## src/rtl/spi_slave_pwm_multi.sv

```systemverilog
// ---------------------------------------------------------------------------
// spi_slave_pwm_multi
//   SPI slave that receives {ADDR[7:0], DUTY[PWM_WIDTH-1:0]} frames and writes
//   DUTY into the shadow register of channel ADDR. All channels share one
//   period counter; each channel's active duty is reloaded from its shadow
//   register when the period wraps, so duty changes never produce runt pulses.
//
// Ports
//   IN_CLOCK        : sole clock, rising edge
//   IN_RESET        : synchronous active-high reset
//   IN_MOSI         : SPI data from master (asynchronous)
//   IN_CS           : SPI chip select, active low (asynchronous)
//   IN_SCLK         : SPI clock (asynchronous, <= IN_CLOCK/8)
//   OUT_PWM_SIGNAL  : registered PWM outputs, bit n = channel n
//   OUT_FRAME_DONE  : one-cycle pulse, valid frame accepted
//   OUT_FRAME_ERROR : one-cycle pulse, frame rejected
// ---------------------------------------------------------------------------
module spi_slave_pwm_multi #(
  parameter int unsigned CHANNELS                  = 4,
  parameter int unsigned PWM_WIDTH                 = 8,
  parameter logic        CPOL                      = 1'b0,
  parameter logic        CPHA                      = 1'b0,
  parameter int unsigned PACK_BIT_SEQUENCE_RECEIVE = 1,
  parameter int unsigned PRESCALE                  = 1
) (
  input  logic                IN_CLOCK,
  input  logic                IN_RESET,
  input  logic                IN_MOSI,
  input  logic                IN_CS,
  input  logic                IN_SCLK,
  output logic [CHANNELS-1:0] OUT_PWM_SIGNAL,
  output logic                OUT_FRAME_DONE,
  output logic                OUT_FRAME_ERROR
);

  localparam int unsigned          FRAME_L     = 8 + PWM_WIDTH;
  localparam int unsigned          CNT_W       = $clog2(FRAME_L + 2);
  localparam int unsigned          TICK_W      = (PRESCALE > 1) ? $clog2(PRESCALE) : 1;
  localparam logic [CNT_W-1:0]     CNT_FULL    = CNT_W'(FRAME_L);
  localparam logic [CNT_W-1:0]     CNT_SAT     = CNT_W'(FRAME_L + 1);
  localparam logic [TICK_W-1:0]    TICK_LAST   = TICK_W'(PRESCALE - 1);
  localparam logic [PWM_WIDTH-1:0] PER_LAST    = PWM_WIDTH'((32'd1 << PWM_WIDTH) - 32'd2);
  localparam logic [7:0]           ADDR_LIM    = 8'(CHANNELS);
  localparam logic                 SAMPLE_FALL = CPOL ^ CPHA;
  localparam logic                 MSB_FIRST   = (PACK_BIT_SEQUENCE_RECEIVE != 0);

  typedef enum logic [1:0] {ST_IDLE, ST_SHIFT, ST_CHECK} state_t;

  state_t               state_q, state_d;
  // Synchroniser chains: [0] first flop, [1] synchronised copy, [2] previous
  // synchronised value used for edge detection.
  logic [2:0]           cs_sync_q, cs_sync_d;
  logic [2:0]           sclk_sync_q, sclk_sync_d;
  logic [1:0]           mosi_sync_q, mosi_sync_d;
  logic [1:0]           warm_q, warm_d;
  logic                 armed_q, armed_d;
  logic [FRAME_L-1:0]   shift_q, shift_d;
  logic [CNT_W-1:0]     cnt_q, cnt_d;
  logic [TICK_W-1:0]    tick_q, tick_d;
  logic [PWM_WIDTH-1:0] period_q, period_d;
  logic [PWM_WIDTH-1:0] shadow_q [CHANNELS];
  logic [PWM_WIDTH-1:0] shadow_d [CHANNELS];
  logic [PWM_WIDTH-1:0] active_q [CHANNELS];
  logic [PWM_WIDTH-1:0] active_d [CHANNELS];
  logic [CHANNELS-1:0]  pwm_q, pwm_d;
  logic                 done_q, done_d;
  logic                 err_q, err_d;

  logic                 cs_fall, cs_rise, sclk_rise, sclk_fall, sample;
  logic                 tick, wrap, frame_ok;
  logic [7:0]           frame_addr;
  logic [PWM_WIDTH-1:0] frame_duty;

  // The synchronisers reset to CS high, so a CS pin held low across reset
  // would look like a fresh falling edge. armed_q only rises once the
  // synchronised CS has been seen high after the chain has refilled,
  // which keeps a frame interrupted by reset from being resumed.
  assign cs_fall   = armed_q & cs_sync_q[2] & ~cs_sync_q[1];
  assign cs_rise   = cs_sync_q[1] & ~cs_sync_q[2];
  assign sclk_rise = sclk_sync_q[1] & ~sclk_sync_q[2];
  assign sclk_fall = ~sclk_sync_q[1] & sclk_sync_q[2];
  assign sample    = SAMPLE_FALL ? sclk_fall : sclk_rise;

  assign frame_addr = shift_q[FRAME_L-1 -: 8];
  assign frame_duty = shift_q[PWM_WIDTH-1:0];
  assign frame_ok   = (cnt_q == CNT_FULL) && (frame_addr < ADDR_LIM);

  always_comb begin
    cs_sync_d   = {cs_sync_q[1:0], IN_CS};
    sclk_sync_d = {sclk_sync_q[1:0], IN_SCLK};
    mosi_sync_d = {mosi_sync_q[0], IN_MOSI};
    warm_d      = {warm_q[0], 1'b1};
    armed_d     = armed_q | (warm_q[1] & cs_sync_q[1]);
  end

  // Receiver FSM: state register
  always_ff @(posedge IN_CLOCK) begin
    if (IN_RESET) state_q <= ST_IDLE;
    else          state_q <= state_d;
  end

  // Receiver FSM: next state
  always_comb begin
    state_d = state_q;
    case (state_q)
      ST_IDLE:  if (cs_fall) state_d = ST_SHIFT;
      ST_SHIFT: if (cs_rise) state_d = ST_CHECK;
      ST_CHECK: state_d = ST_IDLE;
      default:  state_d = ST_IDLE;
    endcase
  end

  // Receiver FSM: outputs (registered one cycle later as the pulses)
  always_comb begin
    done_d = 1'b0;
    err_d  = 1'b0;
    if (state_q == ST_CHECK) begin
      done_d = frame_ok;
      err_d  = ~frame_ok;
    end
  end

  // Shift register and bit counter; the counter saturates one past a full
  // frame so over-long frames are still rejected.
  always_comb begin
    shift_d = shift_q;
    cnt_d   = cnt_q;
    if (state_q == ST_IDLE && cs_fall) begin
      shift_d = '0;
      cnt_d   = '0;
    end else if (state_q == ST_SHIFT && sample) begin
      shift_d = MSB_FIRST ? {shift_q[FRAME_L-2:0], mosi_sync_q[1]}
                          : {mosi_sync_q[1], shift_q[FRAME_L-1:1]};
      if (cnt_q != CNT_SAT) cnt_d = cnt_q + CNT_W'(1);
    end
  end

  // PWM timebase, shadow/active registers and output compare
  always_comb begin
    tick     = (tick_q == TICK_LAST);
    wrap     = tick && (period_q == PER_LAST);
    tick_d   = tick ? '0 : tick_q + TICK_W'(1);
    period_d = period_q;
    if (tick) period_d = (period_q == PER_LAST) ? '0 : period_q + PWM_WIDTH'(1);
    for (int unsigned n = 0; n < CHANNELS; n++) begin
      shadow_d[n] = shadow_q[n];
      if (done_d && frame_addr == 8'(n)) shadow_d[n] = frame_duty;
      // active loads the pre-write shadow value, so a write landing on the
      // wrap cycle waits for the following wrap.
      active_d[n] = wrap ? shadow_q[n] : active_q[n];
      pwm_d[n]    = (period_q < active_q[n]);
    end
  end

  always_ff @(posedge IN_CLOCK) begin
    if (IN_RESET) begin
      cs_sync_q   <= '1;
      sclk_sync_q <= {3{CPOL}};
      mosi_sync_q <= '0;
      warm_q      <= '0;
      armed_q     <= 1'b0;
      shift_q     <= '0;
      cnt_q       <= '0;
      tick_q      <= '0;
      period_q    <= '0;
      pwm_q       <= '0;
      done_q      <= 1'b0;
      err_q       <= 1'b0;
      for (int unsigned n = 0; n < CHANNELS; n++) begin
        shadow_q[n] <= '0;
        active_q[n] <= '0;
      end
    end else begin
      cs_sync_q   <= cs_sync_d;
      sclk_sync_q <= sclk_sync_d;
      mosi_sync_q <= mosi_sync_d;
      warm_q      <= warm_d;
      armed_q     <= armed_d;
      shift_q     <= shift_d;
      cnt_q       <= cnt_d;
      tick_q      <= tick_d;
      period_q    <= period_d;
      pwm_q       <= pwm_d;
      done_q      <= done_d;
      err_q       <= err_d;
      for (int unsigned n = 0; n < CHANNELS; n++) begin
        shadow_q[n] <= shadow_d[n];
        active_q[n] <= active_d[n];
      end
    end
  end

  assign OUT_PWM_SIGNAL  = pwm_q;
  assign OUT_FRAME_DONE  = done_q;
  assign OUT_FRAME_ERROR = err_q;

endmodule
```

## config.mk

```make
export PLATFORM = sky130hd
export DESIGN_NAME = spi_slave_pwm_multi
export DESIGN_NICKNAME = d
export VERILOG_FILES = /design/src/rtl/spi_slave_pwm_multi.sv
export SDC_FILE = /design/constraint.sdc
export NUM_CORES = 1
export LEC_CHECK = 0
export BUFFER_PORTS_ARGS = -buffer_cell sky130_fd_sc_hd__buf_4
export CAP_MARGIN = 20
export CORE_MARGIN = 2
export CORE_UTILIZATION = 60
export DETAILED_ROUTE_END_ITERATION = 10
export PLACE_DENSITY = 0.77
export SLEW_MARGIN = 10
export SYNTH_ARGS = -nofsm -noshare
export SYNTH_HDL_FRONTEND = slang
export SYNTH_SLANG_ARGS = --single-unit
```

## constraint.sdc

```tcl
create_clock -name IN_CLOCK -period 4.65 [get_ports IN_CLOCK]
set_input_delay 0 -clock IN_CLOCK [delete_from_list [all_inputs] [get_ports IN_CLOCK]]
set_output_delay 0 -clock IN_CLOCK [all_outputs]
set_load 0.01 [all_outputs]
```

# --- Word level (Yosys, flattened, before mapping) ---
# Memory sizes are Yosys's and may differ from the RTL's.
# Index checks and enable logic that the tools add are counted.
word_totals:
  inputBits: 5
  elab_cells: 94
  memories: 2
  register_bits: 49
  mem_bits_rw: 64
  output_inout_bits: 6
classes:
  mux: 25
  n_bitwise: 20
  order_cmp: 5
  n_eq_ne: 10
  n_reduce_logical: 15
  n_addsub: 3
memory_table:
  columns: ["memory", "words", "word_bits", "rd", "rd_clocked_by_memory_dff", "write_ports", "line", "text"]
  rows:
  - ["active_q", 4, 8, 4, 0, 4, "63", "logic [PWM_WIDTH-1:0] active_q [CHANNELS];"]
  - ["shadow_q", 4, 8, 4, 0, 4, "61", "logic [PWM_WIDTH-1:0] shadow_q [CHANNELS];"]
ops:
  columns: ["op", "n"]
  rows:
  - ["$mux 8", 17]
  - ["$lt 8x8->1", 4]
  - ["$eq 8x2->1 const B", 2]
  - ["$or 1x1->1", 9]
  - ["$add 8x1->8 const B", 1]
  - ["$eq 8x1->1 const B", 1]
  - ["$eq 8x8->1 const B", 1]
  - ["$logic_and 1x1->1", 8]
  - ["$logic_not 8->1", 1]
  - ["$lt 8x3->1 const B", 1]
  - ["$not 1->1", 6]
  - ["$reduce_or 2->1", 3]
  - ["$add 5x1->5 const B", 1]
  - ["$and 1x1->1", 5]
  - ["$eq 5x5->1 const B", 1]
  - ["$mux 1", 5]
  - ["$ne 5x5->1 const B", 1]
  - ["$mux 2", 2]
  - ["$ne 2x2->1 const B", 2]
  - ["$pmux 2 s2", 1]
  - ["$reduce_and 2->1", 2]
  - ["$eq 2x1->1 const B", 1]
  - ["$eq 2x2->1 const B", 1]
  - ["$logic_not 2->1", 1]
  - ["$add 1x1->1 const B", 1]

# --- Logic depth before layout (Yosys ltp) ---
# Gate-level depths: netlist of run 1.
logic_depth:
  word_depth: 6
  mapped_depth: 8

# --- Worst setup path after synthesis of run 1 ---
# No wires, ideal clock.
synth_path:
  kind: "reg-to-reg"
  start: "reg cnt_q[0]"
  end: "mem shadow_q[0][0]"
  n_path_buf: 2
  setup_ns: 0.120
  path_stages_with_launch: 8
  t_arrival_ns: 1.885
  period_less_slack_ns: 2.005
  setup_slack_ns: 2.645
  path_cell_list: "dfxtp_1 > inv_1 > ha_1 > or4b_4 > buf_6 > or4_4 > buf_6 > mux2i_1"
synth_rtl:
  columns: ["item", "line", "text"]
  rows:
  - ["start: declaration", "58", "logic [CNT_W-1:0] cnt_q, cnt_d;"]
  - ["start signal: assignment", "180", "cnt_q <= cnt_d;"]
  - ["end: declaration", "61", null]

# --- Final worst setup path of run 1 ---
layout_path:
  start: "reg state_q[0]"
  end: "reg cnt_q[2]"
layout_via:
  elab_chain_cells: 3
  elab_cells_between_ends: 6
  cone_classes: "1 x eq/ne; 5 x reduce/logical"
layout_lines:
  columns: ["item", "line", "text"]
  rows:
  - ["start: declaration", "49", "state_t state_q, state_d;"]
  - ["start signal: assignment", "99", "else state_q <= state_d;"]
  - ["$eq 2x1->1 or $logic_not 2->1 (tied branches)", "131, 128", null]
  - ["$logic_and 1x1->1 (on tied branches)", "131, 128", null]
  - ["$reduce_and 2->1 (no source line) or $reduce_or 2->1 (tied branches)", null, null]
# Several ways; a longest one is shown, not always the timed one.
# A chain may end at the register's enable or synchronous reset.

==> impl_metrics.ini, run 1 <==
[status]
status = finished clean

[cts]
cts_buffer_depth = 2
clk_pin_slew_ns = 0.06
clk_latency_ns = 0.52
cts_resized = 0
htreeDepth = 4
cts_buffers = 17
root_buffer = clkbuf_8
cts_tree = done
cts.sinks = 113

[routing]
viasPerCell = 5.98
first_iter_violations = 288
firstDrtPassIters = 4
wl_per_cell_um = 16.5
drc = 0
routed_wirelength_um = 10700
antenna_left = 0
num_vias = 3884

[grt]
grt_pass1_vias = 3861
grt_pass1_wl_um = 18100
grt_use_total_pct = 25.9
grt_max_degree = 59
antenna_found_initial = 0
met2_usage_pct = 44.8
grt_overflow = 0
grt.busiest_layer = met2
grt_use_met3_pct = 6.97
use_met1_pct = 30.3

[power]
ir_worst_vdd_uv = 276
powerDensity_nw_per_um2 = 389
leakage_nw = 2.06

[setup_path]
cp-end-kind = register
crit_start = state_q[0]
r2r_cells = 3
r2r_slack_ns = 2.32
r2r-end = cnt_q[2]
r2r-start = state_q[0]
crit_type = register to register
required_ns = 5.10
cp-start-kind = register
arrival_ns = 2.78
crit_fanout = 24

[timing]
skew_ns = 0.00957
fin_crit_sh_pct = 50.2
rsz0062_at_grt = false
maxSlewViolCount = 0
fin_tns_setup_ns = 0
whs_ns = 0.218
hold_violations = 0
maxClockFrequency_ghz = 0.429
relSlewSlack_pct = 35.5
setup_viol = 0
finalCriticalPeriod_ns = 2.33
worst_pin_slew_ns = 0.962

[placed_design]
dp.cells = 610
dp_hpwl_um = 6820
port_buffers = 10
gp_congestion = 0.782

[synthesis]
netlist_area_um2 = 5050
avgSynthCellArea_um2 = 9.60
synth.top_cell.area_share_pct = 44.8
synth_cell_type_count = 44
synth_ff_type = dfxtp_1
async_flop_share_pct = 0
syn_nets = 564
synth_cells = 526
synthTopCellsByArea = dfxtp_1 45%, ha_1 8.2%, mux2i_1 6.3%
ys_ff_latch = 113
post-synth-top-area-cell = dfxtp_1
seq_area_frac_synth_pct = 44.8
synth_enable_flop_cells = 0
yosys_warnings = 0

[floorplanning]
pin_count = 11
fp.dieW_um = 95.7
rows = 33
start_util_pct = 61.8
dieArea_um2 = 9160
die_y_um = 95.7
coreArea_um2 = 8180

[hold_path]
whs_path_depth = 3
hp-class = primary input to register
min-delay-start = IN_CS
min_to = cs_sync_q[0]

[layout]
diodes = 0
stdcell_count = 649
area_growth_pct = 14.8
fin_nets = 569
nFillCells = 620
fin_util_pct = 70.9
drive_above_1_share_pct = 16.9
mostFrequentLayoutCells = 113 x dfxtp_1, 45 x nand2_1, 40 x nor4_1
layout_commonest_cell = dfxtp_1

[flow_run]
drv_cap = 0
final cells by class:
type	count	area, um2	area share (%)
well taps	105	131	2.27
clock buffers	18	428	7.39
clock inverters	14	133	2.29
repair buffers	23	195	3.37
inverters	33	124	2.14
flip-flops and latches	113	2260	39.0
multi-input cells	343	2520	43.5
report_power, final:
part | internal [mW] | switching [mW] | leakage, nW
Clock | 0.729 | 0.482 | 0.274
Sequential | 0.977 | 0.00880 | 0.913
Combinational | 0.0259 | 0.0301 | 0.874
cells by family after synthesis:
| group | Yosys count | share of synthesized area [%] |
|---|---|---|
| DFF | 113 | 44.8 |
| xor gates and xnor gates | 4 | 0.694 |
| buffers and inverters | 70 | 5.53 |
| AOI/OAI and AO/OA | 89 | 12.0 |
| other | 1 | 0.0743 |
| muxes | 32 | 6.34 |
| and+or+nand+nor | 184 | 22.4 |
| adders and majority gates | 33 | 8.18 |
cell usage after synthesis, types with 15 or more instances:
| cell type | instances |
|---|---|
| a21oi_1 | 29 |
| a31o_2 | 32 |
| clkbuf_1 | 33 |
| dfxtp_1 | 113 |
| ha_1 | 33 |
| inv_1 | 32 |
| mux2i_1 | 32 |
| nand2_1 | 45 |
| nand2b_1 | 33 |
| nor3_1 | 16 |
| nor4_1 | 40 |
| o21ai_0 | 15 |
worst max path at each step:
stage / slack (ns) / endpoint / depth (start not counted)
final: 2.32 / cnt_q[2] / 3
after global placement: 2.31 / active_q[3][4] / 6
after detailed placement: 2.24 / active_q[1][3] / 6
after floorplan: 2.64 / shadow_q[0][0] / 7
after global routing: 2.14 / cnt_q[2] / 3
after CTS: 2.18 / active_q[0][2] / 6
per-layer routing:
layer,vias to the layer above,routed length (um)
li1,1921,-
met5,-,0
met4,0,226
met2,96,5360
met3,26,447
met1,1841,4700
state kept, by name (all words and copies together), names as in the netlist, 2 cells and up:
name            count
OUT_PWM_SIGNAL      4
period_q            8
sclk_sync_q         3
state_q             2
mosi_sync_q         2
warm_q              2
shadow_q           32
cnt_q               5
active_q           32
shift_q            16
cs_sync_q           3
timing repair:
action | 4_1_cts | 5_1_grt
hold buffers | 6 | 0
setup buffers | 0 | 0
endpoints found under the hold margin | 9 | 0
stage by stage:
| stage | instance area, um2 | total power, mW | worst slack [ns] |
|---|---|---|---|
| 2_1_floorplan | 5050 | 1.04 | 2.64 |
| 3_3_place_gp | 5160 | 1.06 | 2.31 |
| 3_5_place_dp | 5160 | 1.06 | 2.24 |
| 4_1_cts | 5780 | 2.27 | 2.18 |
| 5_1_grt | 5790 | 2.32 | 2.14 |
| 6_report | 5790 | 2.25 | 2.32 |
worst max-delay path, stage by stage, from the launching register on:
cell and delay, ns:
dfxtp_1 0.52, nand4bb_1 0.82, or4_1 0.77, a21oi_1 0.15
(Power assumes the default switching activity.)
==> inputs of run 2 (changes only) <==
Settings changed: CORE_UTILIZATION 60 to 56, PLACE_DENSITY 0.77 to 0.75.
Clock period 4.65 ns to 2.1 ns, I/O delays scaled along.
==> impl_metrics.ini, run 2 (synthesized netlist as in run 1, its figures left out) <==
[power]
ir_worst_vdd_uv = 519
powerDensity_nw_per_um2 = 861
leakage_nw = 2.14
finalPower_mw = 5.10

[placed_design]
gp_congestion = 0.836
port_buffers = 10
dpl_cell_area_um2 = 5300
dp_hpwl_um = 7150
pre_cts_slack_ns = 0.130
dp.cells = 629

[routing]
num_vias = 3945
drc = 0
viasPerCell = 5.93
firstDrtPassIters = 4
routed_wirelength_um = 11000
wl_per_cell_um = 16.5
first_iter_violations = 200
antenna_left = 0

[layout]
area_growth_pct = 17.3
design_area_um2 = 5920
drive_above_1_share_pct = 19.4
diodes = 0
mostFrequentLayoutCells = 112 x dfxtp_1, 45 x nand2_1, 40 x nor4_1
fin_util_pct = 67.9
stdcell_count = 665
layout_commonest_cell = dfxtp_1
fin_nets = 582
largestRegisters = active_q (32), shadow_q (32), shift_q (16)
nFillCells = 664

[grt]
grt_overflow = 0
grt_use_total_pct = 23.5
antenna_found_initial = 0
grt_max_degree = 41
grt_pass1_wl_um = 18300
grt_pass1_vias = 3753

[setup_path]
crit_type = register to register
cp-end-kind = register
crit_fanout = 8
cp-start-kind = register
required_ns = 2.54
r2r_cells = 7
r2r-start = cnt_q[0]
r2r_slack_ns = 0.11
arrival_ns = 2.42
r2r-end = shadow_q[2][3]

[floorplanning]
coreArea_um2 = 8720
rows = 34
start_util_pct = 57.9
fp.dieW_um = 99.0
pin_count = 11
dieArea_um2 = 9790
die_y_um = 99.0

[timing]
rsz0062_at_grt = false
worst_pin_slew_ns = 0.842
setup_viol = 0
hold_violations = 0
maxClockFrequency_ghz = 0.503
fin_tns_setup_ns = 0
fin_crit_sh_pct = 94.7
finalWorstSetupSlack_ns = 0.112
whs_ns = 0.239
finalCriticalPeriod_ns = 1.99
maxSlewViolCount = 0
relSlewSlack_pct = 43.2
skew_ns = 0.00718

[cts]
cts_tree = done
clk_pin_slew_ns = 0.07
htreeDepth = 4
clk_latency_ns = 0.51
cts.sinks = 113
postCtsSetupRepairBufs = 0
root_buffer = clkbuf_8
cts_buffers = 17
cts_buffer_depth = 2

[flow_run]
drv_cap = 0

[hold_path]
min-delay-start = IN_MOSI
min_to = mosi_sync_q[0]
hp-class = primary input to register
whs_path_depth = 3

[status]
status = finished clean
run 2: cell count changes in the layout (fill, tap and decap cells not counted), moves of 2 or more:
cell           previous run  this run
buf_4                    16        28
dlygate4sd3_1             6         4
inv_8                     1         5
clkinv_2                  3         0
inv_6                     3         6
buf_6                     0         3
clkinv_4                  4         1
run 2: worst max-delay path by stage:
stage	startpoint	end	slack, ns	depth (start not counted)
after floorplan	cnt_q[0]	shadow_q[0][0]	0.09	7
after global placement	cnt_q[0]	shadow_q[0][3]	0.19	5
after detailed placement	cnt_q[0]	shadow_q[2][7]	0.13	7
after CTS	cnt_q[0]	shadow_q[1][1]	0.08	7
after global routing	cnt_q[0]	shadow_q[1][1]	0.005	7
final	cnt_q[0]	shadow_q[2][3]	0.11	7
run 2: area by class of cell:
cell class	count	area [um2]	area share [%]
clock buffers	17	414	6.99
repair buffers	36	304	5.13
flip-flops and latches	113	2260	38.2
clock inverters	15	163	2.75
multi-input cells	343	2520	42.6
inverters	33	124	2.09
well taps	108	135	2.28
run 2: per-layer routing:
layer	track usage, %	up-vias	share of wire [%]	routed length, um
li1	-	1941	-	-
met1	29.4	1900	45	4900
met2	38.1	84	49	5380
met3	6.24	20	4.1	450
met4	10.3	0	2.2	244
met5	0	-	0	0
run 2: worst max-delay path, stage by stage (launching register included):
cell and delay (ns):
dfxtp_2 0.34, inv_1 0.08, ha_1 0.17, or4b_4 0.47, buf_4 0.18, nor4_4 0.27
buf_6 0.19, mux2i_1 0.21
run 2: what timing repair did:
action,4_1_cts,5_1_grt
endpoints found under the hold margin,19,0
resized for setup,0,4
endpoints found under the setup margin,0,7
hold buffers,4,0
run 2: report_power, final:
part | internal [mW] | total (mW) | switching, mW | leakage (nW)
logic | 0.0604 | 0.138 | 0.0776 | 0.946
registers | 2.16 | 2.17 | 0.00973 | 0.914
clock network | 1.63 | 2.79 | 1.16 | 0.280
total | 3.85 | 5.10 | 1.25 | 2.14
